`config.mk`:
```
export PLATFORM = sky130hd
export DESIGN_NAME = keyed_burst_controller_flat
export DESIGN_NICKNAME = d
export VERILOG_FILES = /design/src/rtl/keyed_burst_controller_pkg.sv /design/src/rtl/keyed_burst_controller_if.sv /design/src/rtl/keyed_burst_controller_key_decoder.sv /design/src/rtl/keyed_burst_controller.sv /design/src/flat_wrapper.sv
export SDC_FILE = /design/constraint.sdc
export NUM_CORES = 1
export LEC_CHECK = 0
export CAP_MARGIN = 10
export CORE_MARGIN = 1.5
export CORE_UTILIZATION = 44
export CTS_CLUSTER_SIZE = 24
export DETAILED_ROUTE_END_ITERATION = 10
export PLACE_DENSITY = 0.65
export SKIP_LAST_GASP = 1
export SYNTH_ARGS = -nofsm -noshare
export SYNTH_HDL_FRONTEND = slang
export SYNTH_HIERARCHICAL = 1
export SYNTH_SLANG_ARGS = --single-unit
```
`constraint.sdc`:
```
create_clock -name clk -period 1.9 [get_ports clk]
set_clock_uncertainty 0.1 [all_clocks]
set_input_delay 0.19 -clock clk [delete_from_list [all_inputs] [get_ports clk]]
set_output_delay 0.19 -clock clk [all_outputs]
set_load 0.005 [all_outputs]
```
`src/rtl/keyed_burst_controller_pkg.sv`:
```
`default_nettype none
// ============================================================================
// Module   : keyed_ctrl_pkg
// Brief    : Shared flow-state encoding and mode constants for the
//            keyed burst controller.
// Revision : 1.0
// ============================================================================
package keyed_ctrl_pkg;

    typedef enum logic [2:0] {
        ST_IDLE    = 3'd0,
        ST_RD_ACC  = 3'd1,
        ST_RD_LOAD = 3'd2,
        ST_RD_TX   = 3'd3,
        ST_WR      = 3'd4,
        ST_TX_LOAD = 3'd5,
        ST_TX_WAIT = 3'd6
    } flow_state_t;

    localparam logic MODE_MEM = 1'b1;
    localparam logic MODE_TX  = 1'b0;

    localparam int FAIL_CNT_W = 4;

    // States in which the Tx-done watchdog runs.
    function automatic logic is_tx_state(input flow_state_t s);
        return (s == ST_RD_TX) || (s == ST_TX_WAIT);
    endfunction

endpackage
`default_nettype wire

```
`src/rtl/keyed_burst_controller_if.sv`:
```
`default_nettype none
// ============================================================================
// Module   : keyed_burst_controller_if
// Brief    : Command / memory / Tx signal bundle of the keyed burst
//            controller. Direction names are from the controller's view.
// Revision : 1.0
// ============================================================================
interface keyed_burst_controller_if #(
    parameter int BURST_W = 3
);
    logic               i_input_key;
    logic               i_valid_cmd;
    logic               i_exit_cmd;
    logic               i_rw;
    logic [BURST_W-1:0] i_burst_len;
    logic               i_tx_done;
    logic               o_active;
    logic               o_mode;
    logic               o_locked;
    logic               o_access_mem;
    logic               o_rw_mem;
    logic               o_parallel_load;
    logic               o_tx_data;
    logic               o_busy;
    logic [BURST_W-1:0] o_word_idx;
    logic               o_timeout_err;

    modport master (
        output i_input_key, i_valid_cmd, i_exit_cmd, i_rw, i_burst_len, i_tx_done,
        input  o_active, o_mode, o_locked, o_access_mem, o_rw_mem,
               o_parallel_load, o_tx_data, o_busy, o_word_idx, o_timeout_err
    );

    modport slave (
        input  i_input_key, i_valid_cmd, i_exit_cmd, i_rw, i_burst_len, i_tx_done,
        output o_active, o_mode, o_locked, o_access_mem, o_rw_mem,
               o_parallel_load, o_tx_data, o_busy, o_word_idx, o_timeout_err
    );
endinterface
`default_nettype wire

```
`src/rtl/keyed_burst_controller_key_decoder.sv`:
```
`default_nettype none
// ============================================================================
// Module   : key_decoder
// Brief    : Serial key shifter/comparator with bad-key lockout; drives the
//            session ACTIVE/MODE flags.
// Revision : 1.0
// ============================================================================
module key_decoder
    import keyed_ctrl_pkg::*;
#(
    parameter int                  KEY_LEN  = 4,
    parameter logic [KEY_LEN-1:0]  KEY_RW   = 4'b1011,
    parameter logic [KEY_LEN-1:0]  KEY_TX   = 4'b0110,
    parameter int                  MAX_FAIL = 3
) (
    input  wire logic clk,
    input  wire logic rst_n,
    input  wire logic i_valid,
    input  wire logic i_key,
    input  wire logic i_exit,
    output logic      o_active,
    output logic      o_mode,
    output logic      o_locked
);

    localparam int                     C_CNT_W    = (KEY_LEN > 1) ? $clog2(KEY_LEN) : 1;
    localparam logic [C_CNT_W-1:0]     C_LAST_BIT = C_CNT_W'(KEY_LEN - 1);
    localparam logic [FAIL_CNT_W-1:0]  C_MAX_FAIL = FAIL_CNT_W'(MAX_FAIL);

    logic [KEY_LEN-1:0]    r_shift;
    logic [C_CNT_W-1:0]    r_bit_cnt;
    logic [FAIL_CNT_W-1:0] r_fail_cnt;
    logic                  r_active;
    logic                  r_mode;
    logic                  r_locked;

    logic                  w_strobe;
    logic                  w_last;
    logic [KEY_LEN-1:0]    w_word;
    logic [FAIL_CNT_W-1:0] w_fail_inc;

    // Key bits are only consumed while no session is open and not locked out,
    // so the strobe that completes a key can never double as a command.
    assign w_strobe   = i_valid & ~r_active & ~r_locked;
    assign w_last     = (r_bit_cnt == C_LAST_BIT);
    assign w_word     = KEY_LEN'({r_shift, i_key});
    assign w_fail_inc = r_fail_cnt + FAIL_CNT_W'(1);

    always_ff @(posedge clk or negedge rst_n) begin
        if (!rst_n) begin
            r_shift    <= '0;
            r_bit_cnt  <= '0;
            r_fail_cnt <= '0;
            r_active   <= 1'b0;
            r_mode     <= 1'b0;
            r_locked   <= 1'b0;
        end else if (i_exit && r_active) begin
            r_shift    <= '0;
            r_bit_cnt  <= '0;
            r_fail_cnt <= '0;
            r_active   <= 1'b0;
            r_mode     <= 1'b0;
        end else if (w_strobe) begin
            if (w_last) begin
                r_shift   <= '0;
                r_bit_cnt <= '0;
                if (w_word == KEY_RW) begin
                    r_active   <= 1'b1;
                    r_mode     <= MODE_MEM;
                    r_fail_cnt <= '0;
                end else if (w_word == KEY_TX) begin
                    r_active   <= 1'b1;
                    r_mode     <= MODE_TX;
                    r_fail_cnt <= '0;
                end else begin
                    r_fail_cnt <= w_fail_inc;
                    if (w_fail_inc == C_MAX_FAIL) begin
                        r_locked <= 1'b1;
                    end
                end
            end else begin
                r_shift   <= w_word;
                r_bit_cnt <= r_bit_cnt + C_CNT_W'(1);
            end
        end
    end

    assign o_active = r_active;
    assign o_mode   = r_mode;
    assign o_locked = r_locked;

endmodule
`default_nettype wire

```
`src/rtl/keyed_burst_controller.sv`:
```
`default_nettype none
// ============================================================================
// Module   : keyed_burst_controller
// Brief    : Key-gated controller sequencing memory read/write and direct-Tx
//            bursts with a Tx-done watchdog.
// Revision : 1.0
// ============================================================================
module keyed_burst_controller
    import keyed_ctrl_pkg::*;
#(
    parameter int                  KEY_LEN     = 4,
    parameter logic [KEY_LEN-1:0]  KEY_RW      = 4'b1011,
    parameter logic [KEY_LEN-1:0]  KEY_TX      = 4'b0110,
    parameter int                  MAX_FAIL    = 3,
    parameter int                  BURST_W     = 3,
    parameter int                  TIMEOUT_CYC = 1024,
    parameter int                  TMR_W       = 11
) (
    input  wire logic               clk,
    input  wire logic               rst_n,
    keyed_burst_controller_if.slave bus
);

    localparam bit               C_WD_EN    = (TIMEOUT_CYC != 0);
    localparam logic [TMR_W-1:0] C_TMR_LAST = TMR_W'((TIMEOUT_CYC > 0) ? TIMEOUT_CYC - 1 : 0);

    flow_state_t        r_state;
    flow_state_t        w_next;
    logic [BURST_W-1:0] r_word_idx;
    logic [BURST_W-1:0] r_burst_len;
    logic [TMR_W-1:0]   r_tmr;
    logic               r_timeout_err;

    logic w_active;
    logic w_mode;
    logic w_idle;
    logic w_cmd;
    logic w_exit;
    logic w_expire;
    logic w_abort;
    logic w_rd_start;

    assign w_idle     = (r_state == ST_IDLE);
    assign w_exit     = bus.i_valid_cmd & w_active & w_idle & bus.i_exit_cmd;
    assign w_cmd      = bus.i_valid_cmd & w_active & w_idle & ~bus.i_exit_cmd;
    assign w_rd_start = w_cmd & (w_mode == MODE_MEM) & ~bus.i_rw;
    assign w_expire   = C_WD_EN && (r_tmr == C_TMR_LAST);

    key_decoder #(
        .KEY_LEN  (KEY_LEN),
        .KEY_RW   (KEY_RW),
        .KEY_TX   (KEY_TX),
        .MAX_FAIL (MAX_FAIL)
    ) u_key_decoder (
        .clk      (clk),
        .rst_n    (rst_n),
        .i_valid  (bus.i_valid_cmd),
        .i_key    (bus.i_input_key),
        .i_exit   (w_exit),
        .o_active (w_active),
        .o_mode   (w_mode),
        .o_locked (bus.o_locked)
    );

    always_ff @(posedge clk or negedge rst_n) begin
        if (!rst_n) begin
            r_state <= ST_IDLE;
        end else begin
            r_state <= w_next;
        end
    end

    // TX_DONE takes priority over a watchdog expiry in the same cycle.
    always_comb begin
        w_next  = r_state;
        w_abort = 1'b0;
        case (r_state)
            ST_IDLE: begin
                if (w_cmd) begin
                    if (w_mode == MODE_MEM) begin
                        w_next = bus.i_rw ? ST_WR : ST_RD_ACC;
                    end else begin
                        w_next = ST_TX_LOAD;
                    end
                end
            end
            ST_RD_ACC:  w_next = ST_RD_LOAD;
            ST_RD_LOAD: w_next = ST_RD_TX;
            ST_RD_TX: begin
                if (bus.i_tx_done) begin
                    w_next = (r_word_idx == r_burst_len) ? ST_IDLE : ST_RD_ACC;
                end else if (w_expire) begin
                    w_next  = ST_IDLE;
                    w_abort = 1'b1;
                end
            end
            ST_WR:      w_next = ST_IDLE;
            ST_TX_LOAD: w_next = ST_TX_WAIT;
            ST_TX_WAIT: begin
                if (bus.i_tx_done) begin
                    w_next = ST_IDLE;
                end else if (w_expire) begin
                    w_next  = ST_IDLE;
                    w_abort = 1'b1;
                end
            end
            default:    w_next = ST_IDLE;
        endcase
    end

    always_comb begin
        bus.o_access_mem    = 1'b0;
        bus.o_rw_mem        = 1'b0;
        bus.o_parallel_load = 1'b0;
        bus.o_tx_data       = 1'b0;
        bus.o_busy          = 1'b0;
        case (r_state)
            ST_RD_ACC: begin
                bus.o_access_mem = 1'b1;
                bus.o_busy       = 1'b1;
            end
            ST_RD_LOAD, ST_TX_LOAD: begin
                bus.o_parallel_load = 1'b1;
                bus.o_busy          = 1'b1;
            end
            ST_RD_TX, ST_TX_WAIT: begin
                bus.o_tx_data = 1'b1;
                bus.o_busy    = 1'b1;
            end
            ST_WR: begin
                bus.o_access_mem = 1'b1;
                bus.o_rw_mem     = 1'b1;
                bus.o_busy       = 1'b1;
            end
            default: ;
        endcase
    end

    // Burst offset, watchdog timer and abort pulse.
    always_ff @(posedge clk or negedge rst_n) begin
        if (!rst_n) begin
            r_word_idx    <= '0;
            r_burst_len   <= '0;
            r_tmr         <= '0;
            r_timeout_err <= 1'b0;
        end else begin
            r_timeout_err <= w_abort;
            if (w_rd_start) begin
                r_word_idx  <= '0;
                r_burst_len <= bus.i_burst_len;
            end else if ((r_state == ST_RD_TX) && bus.i_tx_done && (r_word_idx != r_burst_len)) begin
                r_word_idx <= r_word_idx + BURST_W'(1);
            end
            if (is_tx_state(w_next) && (w_next != r_state)) begin
                r_tmr <= '0;
            end else if (is_tx_state(r_state)) begin
                r_tmr <= r_tmr + TMR_W'(1);
            end
        end
    end

    assign bus.o_active      = w_active;
    assign bus.o_mode        = w_mode;
    assign bus.o_word_idx    = r_word_idx;
    assign bus.o_timeout_err = r_timeout_err;

endmodule
`default_nettype wire

```
`src/flat_wrapper.sv`:
```
// flat-port wrapper written by rule: the top's interface ports become plain ports
module keyed_burst_controller_flat import keyed_ctrl_pkg::*;
#(
    parameter int                  KEY_LEN     = 4,
    parameter logic [KEY_LEN-1:0]  KEY_RW      = 4'b1011,
    parameter logic [KEY_LEN-1:0]  KEY_TX      = 4'b0110,
    parameter int                  MAX_FAIL    = 3,
    parameter int                  BURST_W     = 3,
    parameter int                  TIMEOUT_CYC = 1024,
    parameter int                  TMR_W       = 11
)
  (clk, rst_n, bus_i_input_key, bus_i_valid_cmd, bus_i_exit_cmd, bus_i_rw, bus_i_burst_len, bus_i_tx_done, bus_o_active, bus_o_mode, bus_o_locked, bus_o_access_mem, bus_o_rw_mem, bus_o_parallel_load, bus_o_tx_data, bus_o_busy, bus_o_word_idx, bus_o_timeout_err);
  keyed_burst_controller_if #(.BURST_W(BURST_W)) bus_i ();
  input  wire logic clk;
  input  wire logic rst_n;
  input wire logic [$bits(bus_i.i_input_key)-1:0] bus_i_input_key;
  input wire logic [$bits(bus_i.i_valid_cmd)-1:0] bus_i_valid_cmd;
  input wire logic [$bits(bus_i.i_exit_cmd)-1:0] bus_i_exit_cmd;
  input wire logic [$bits(bus_i.i_rw)-1:0] bus_i_rw;
  input wire logic [$bits(bus_i.i_burst_len)-1:0] bus_i_burst_len;
  input wire logic [$bits(bus_i.i_tx_done)-1:0] bus_i_tx_done;
  output wire logic [$bits(bus_i.o_active)-1:0] bus_o_active;
  output wire logic [$bits(bus_i.o_mode)-1:0] bus_o_mode;
  output wire logic [$bits(bus_i.o_locked)-1:0] bus_o_locked;
  output wire logic [$bits(bus_i.o_access_mem)-1:0] bus_o_access_mem;
  output wire logic [$bits(bus_i.o_rw_mem)-1:0] bus_o_rw_mem;
  output wire logic [$bits(bus_i.o_parallel_load)-1:0] bus_o_parallel_load;
  output wire logic [$bits(bus_i.o_tx_data)-1:0] bus_o_tx_data;
  output wire logic [$bits(bus_i.o_busy)-1:0] bus_o_busy;
  output wire logic [$bits(bus_i.o_word_idx)-1:0] bus_o_word_idx;
  output wire logic [$bits(bus_i.o_timeout_err)-1:0] bus_o_timeout_err;
  assign bus_i.i_input_key = bus_i_input_key;
  assign bus_i.i_valid_cmd = bus_i_valid_cmd;
  assign bus_i.i_exit_cmd = bus_i_exit_cmd;
  assign bus_i.i_rw = bus_i_rw;
  assign bus_i.i_burst_len = bus_i_burst_len;
  assign bus_i.i_tx_done = bus_i_tx_done;
  assign bus_o_active = bus_i.o_active;
  assign bus_o_mode = bus_i.o_mode;
  assign bus_o_locked = bus_i.o_locked;
  assign bus_o_access_mem = bus_i.o_access_mem;
  assign bus_o_rw_mem = bus_i.o_rw_mem;
  assign bus_o_parallel_load = bus_i.o_parallel_load;
  assign bus_o_tx_data = bus_i.o_tx_data;
  assign bus_o_busy = bus_i.o_busy;
  assign bus_o_word_idx = bus_i.o_word_idx;
  assign bus_o_timeout_err = bus_i.o_timeout_err;
  keyed_burst_controller #(.KEY_LEN(KEY_LEN), .KEY_RW(KEY_RW), .KEY_TX(KEY_TX), .MAX_FAIL(MAX_FAIL), .BURST_W(BURST_W), .TIMEOUT_CYC(TIMEOUT_CYC), .TMR_W(TMR_W)) u_core (.clk(clk), .rst_n(rst_n), .bus(bus_i));
endmodule
```
==> run summary <==
outcome: finished clean
RSZ-0062 raised after global routing: true
initial antenna violation count: 0
Area Overhead vs Synth: 28.0%
clk buf depth: 2
Int Pwr: 1.73 mW
CTS sink count: 33
main combinational cell family by area after synthesis: simple AND/OR/NAND/NOR gates
WP buf/inv: 2
wirelength, routed: 3940 µm
ranking of synthesized cells by area: dfrtp_1, nand2_1, nand3_1
max_cap viols: 0
largest net degree at the start of global routing: 34
crit path time final: 1.89 ns
Async SR Flop Fraction: 1.00
vias per cell: 5.41
DRC violations left: 0
Synth top area share: 0.454
I/O pin cnt: 22
post-synth cell types: 48
detailed router's first-iteration violation count: 63
Peak Freq: 0.528 GHz
family with the most delay on the worst path: flip-flops
Slew @ Worst Pin: 0.422 ns
Crit Path Category: reg2out
Worst Path Arrival: 1.60 ns
Fill cells: 347
Die ar.: 4530 µm²
Hold Crit Class: in2async
# setup viols final: 0
Clock transition at path regs: 0.07 ns
IO buf count: 21
number of global-route vias before repair: 1568
Crit. End Element: output pin
Worst path depth: 4
Critical-path top delay cell: dfrtp_2
Yosys warning total: 6
Seq/Total Area, Yosys: 0.454
setup TNS: 0 ns
switching power of the nets: 890 µW
vias post-DR: 1487
Reg power frac: 0.389
delay of the slowest critical-path stage: 0.48 ns
Placed Instances: 261
complex-gate fraction of the synthesized area: 0.125
Yosys reg bits: 33
Post-synth EDFFs: 0
CP startpoint: u_core/r_state[0]
xor/xnor share of the synthesized area: 0.0585
Overall Global Routing Usage: 0.202
die width: 67.3 µm
Synth area leader: dfrtp_1
Post-synth top flop: dfrtp_1
mux cell area share after synthesis: 0.0165
remaining antenna violation count: 0
Multi-input gate area: 962 µm²
final hold vios: 0
post-route insts no fill: 275
total global routing overflow: 0
combinational power share: 0.390
nets: 239
CP cell instances: buf_4 -> or2_4 -> o21a_1 -> dlygate4sd2_1
clock power share: 0.221
root buf cell: clkbuf_8
Seq. cell area: 830 µm²
DIE HEIGHT: 67.3 µm
layout cell share with drive strength beyond 1: 0.187
Mapped Area: 1820 µm²
insertion delay to the later sink of the worst-skew pair: 0.28 ns
most frequent cells after synthesis: dfrtp_1, nand2_1, nand3_1, nor2_1, a21oi_1
Static Leak: 1.04 nW
CTS Buf Count: 5
Ant. Diodes: 0
Sw Share: 0.340
period utilization: 0.997
Max FO, Critical Path: 6
pwr/cell area: 1120 nW/µm²
CTS tree: done
Slew HR: 0.719
first-pass GRT wire length: 6940 µm
Placer Congestion: 0.804
maximum vdd drop: 649 µV
max-slew violations: 0
core area: 4000 µm²
FF-to-FF End: u_core/r_state[1]
required time worst endpoint: 1.61 ns
H-tree levels: 2
Synth Instances: 183
Reg-to-Reg Start: u_core/r_tmr[0]
DP HPWL: 2800 µm
syn_nets: 198
starting density of the core: 0.454
Adder-Cell Fraction of Synth Area: 0.0344
Worst Setup Start Kind: flip-flop
reg-to-reg setup timing slack: 0.16 ns
final hold slack: 0.214 ns
row count: 23
count leader, synth: dfrtp_1
wire length per cell: 14.3 µm
Setup crit end: bus_o_busy
Post-Synth Simple-Gate Area: 0.279
Post-Syn Area per Cell: 9.93 µm²
Reg2Reg Depth: 5
First-pass DRT Iterations: 4
## cell type report
class                   count  share of cell area
clock buffers               7              0.0414
clock inverters             1             0.00215
inverters                   8              0.0129
multi-input cells         138               0.413
flip-flops and latches     33               0.356
well taps                  50              0.0269
repair buffers             38               0.147
## power groups by stage
stage               clock, mW  combinational [mW]  sequential [mW]
global route            0.623                1.15             1.04
detailed placement          0               0.903             1.01
CTS                     0.594               0.966             1.00
finish                  0.577                1.02             1.02
floorplan                   0               0.561            0.955
global placement            0               0.878            0.999
## sequential cells by signal, summed over array words and instances (netlist names)
name                             flops
u_core/u_key_decoder/o_mode          1
u_core/u_key_decoder/r_bit_cnt       2
u_core/u_key_decoder/o_locked        1
u_core/u_key_decoder/r_shift         3
u_core/r_tmr                        11
u_core/r_state                       3
u_core/bus.o_word_idx                3
u_core/u_key_decoder/r_fail_cnt      4
u_core/u_key_decoder/o_active        1
u_core/r_burst_len                   3
u_core/bus.o_timeout_err             1
## through the flow
stage                     instance area, µm²  total power, mW   util  worst slack (ns)
after global routing                    2330             2.81  0.582           -0.0546
final                                   2330             2.62  0.582           0.00572
after detailed placement                2150             1.92  0.536             0.117
after CTS                               2280             2.56  0.571           -0.0392
after floorplan                         1820             1.52      -             0.311
after global placement                  2150             1.88  0.536             0.122
## metal layers
metal  up-vias  global-route usage  share of wire
li1        738                   -              -
met1       720               0.256           0.46
met2        24               0.339           0.49
met3         5              0.0383          0.039
met4         0              0.0842          0.010
met5         -                   0              0
## placed cells by master, fill, tap and decap left out, types with 4 or more instances in the layout
cell type,Yosys,layout
nand2b_1,5,5
o211ai_1,4,4
nand4b_1,4,4
clkbuf_8,0,7
nand2_1,24,24
o21ai_0,6,6
inv_1,7,7
xor2_1,4,4
xnor2_1,5,5
nor2_1,11,10
ha_1,5,5
nand3_1,13,13
or3_1,4,4
clkdlybuf4s50_1,0,18
dfrtp_1,33,30
a21oi_1,8,7
buf_4,1,16
o31ai_1,4,4
## how the worst min path moves through the flow
stage | from | endpoint | slack, ns | cells past startpoint
final | rst_n | u_core/bus.o_word_idx[2] | 0.21 | 2
after global routing | rst_n | u_core/bus.o_word_idx[2] | 0.25 | 2
after CTS | rst_n | u_core/bus.o_word_idx[2] | 0.23 | 2
after detailed placement | u_core/r_tmr[10] | u_core/r_tmr[10] | 0.37 | 1
after global placement | u_core/r_tmr[10] | u_core/r_tmr[10] | 0.38 | 1
after floorplan | rst_n | u_core/bus.o_timeout_err | -0.21 | 0
## cells by family (layout without fill, tap and decap cells)
logic type / Yosys count / in the layout
DFF: 33 / 33
xor gates and xnor gates: 10 / 10
buffers and inverters: 12 / 54
adders and majority gates: 5 / 5
AOI/OAI and AO/OA: 33 / 33
and+or+nand+nor: 87 / 87
muxes: 3 / 3
## repair_timing
action / 4_1_cts / 5_1_grt
setup buffers: 3 / 3
hold buffers: 0 / 0
pin swaps: 1 / 1
setup endpoints to repair: 5 / 4
gates resized for setup: 8 / 6
(Power assumes the default switching activity.)
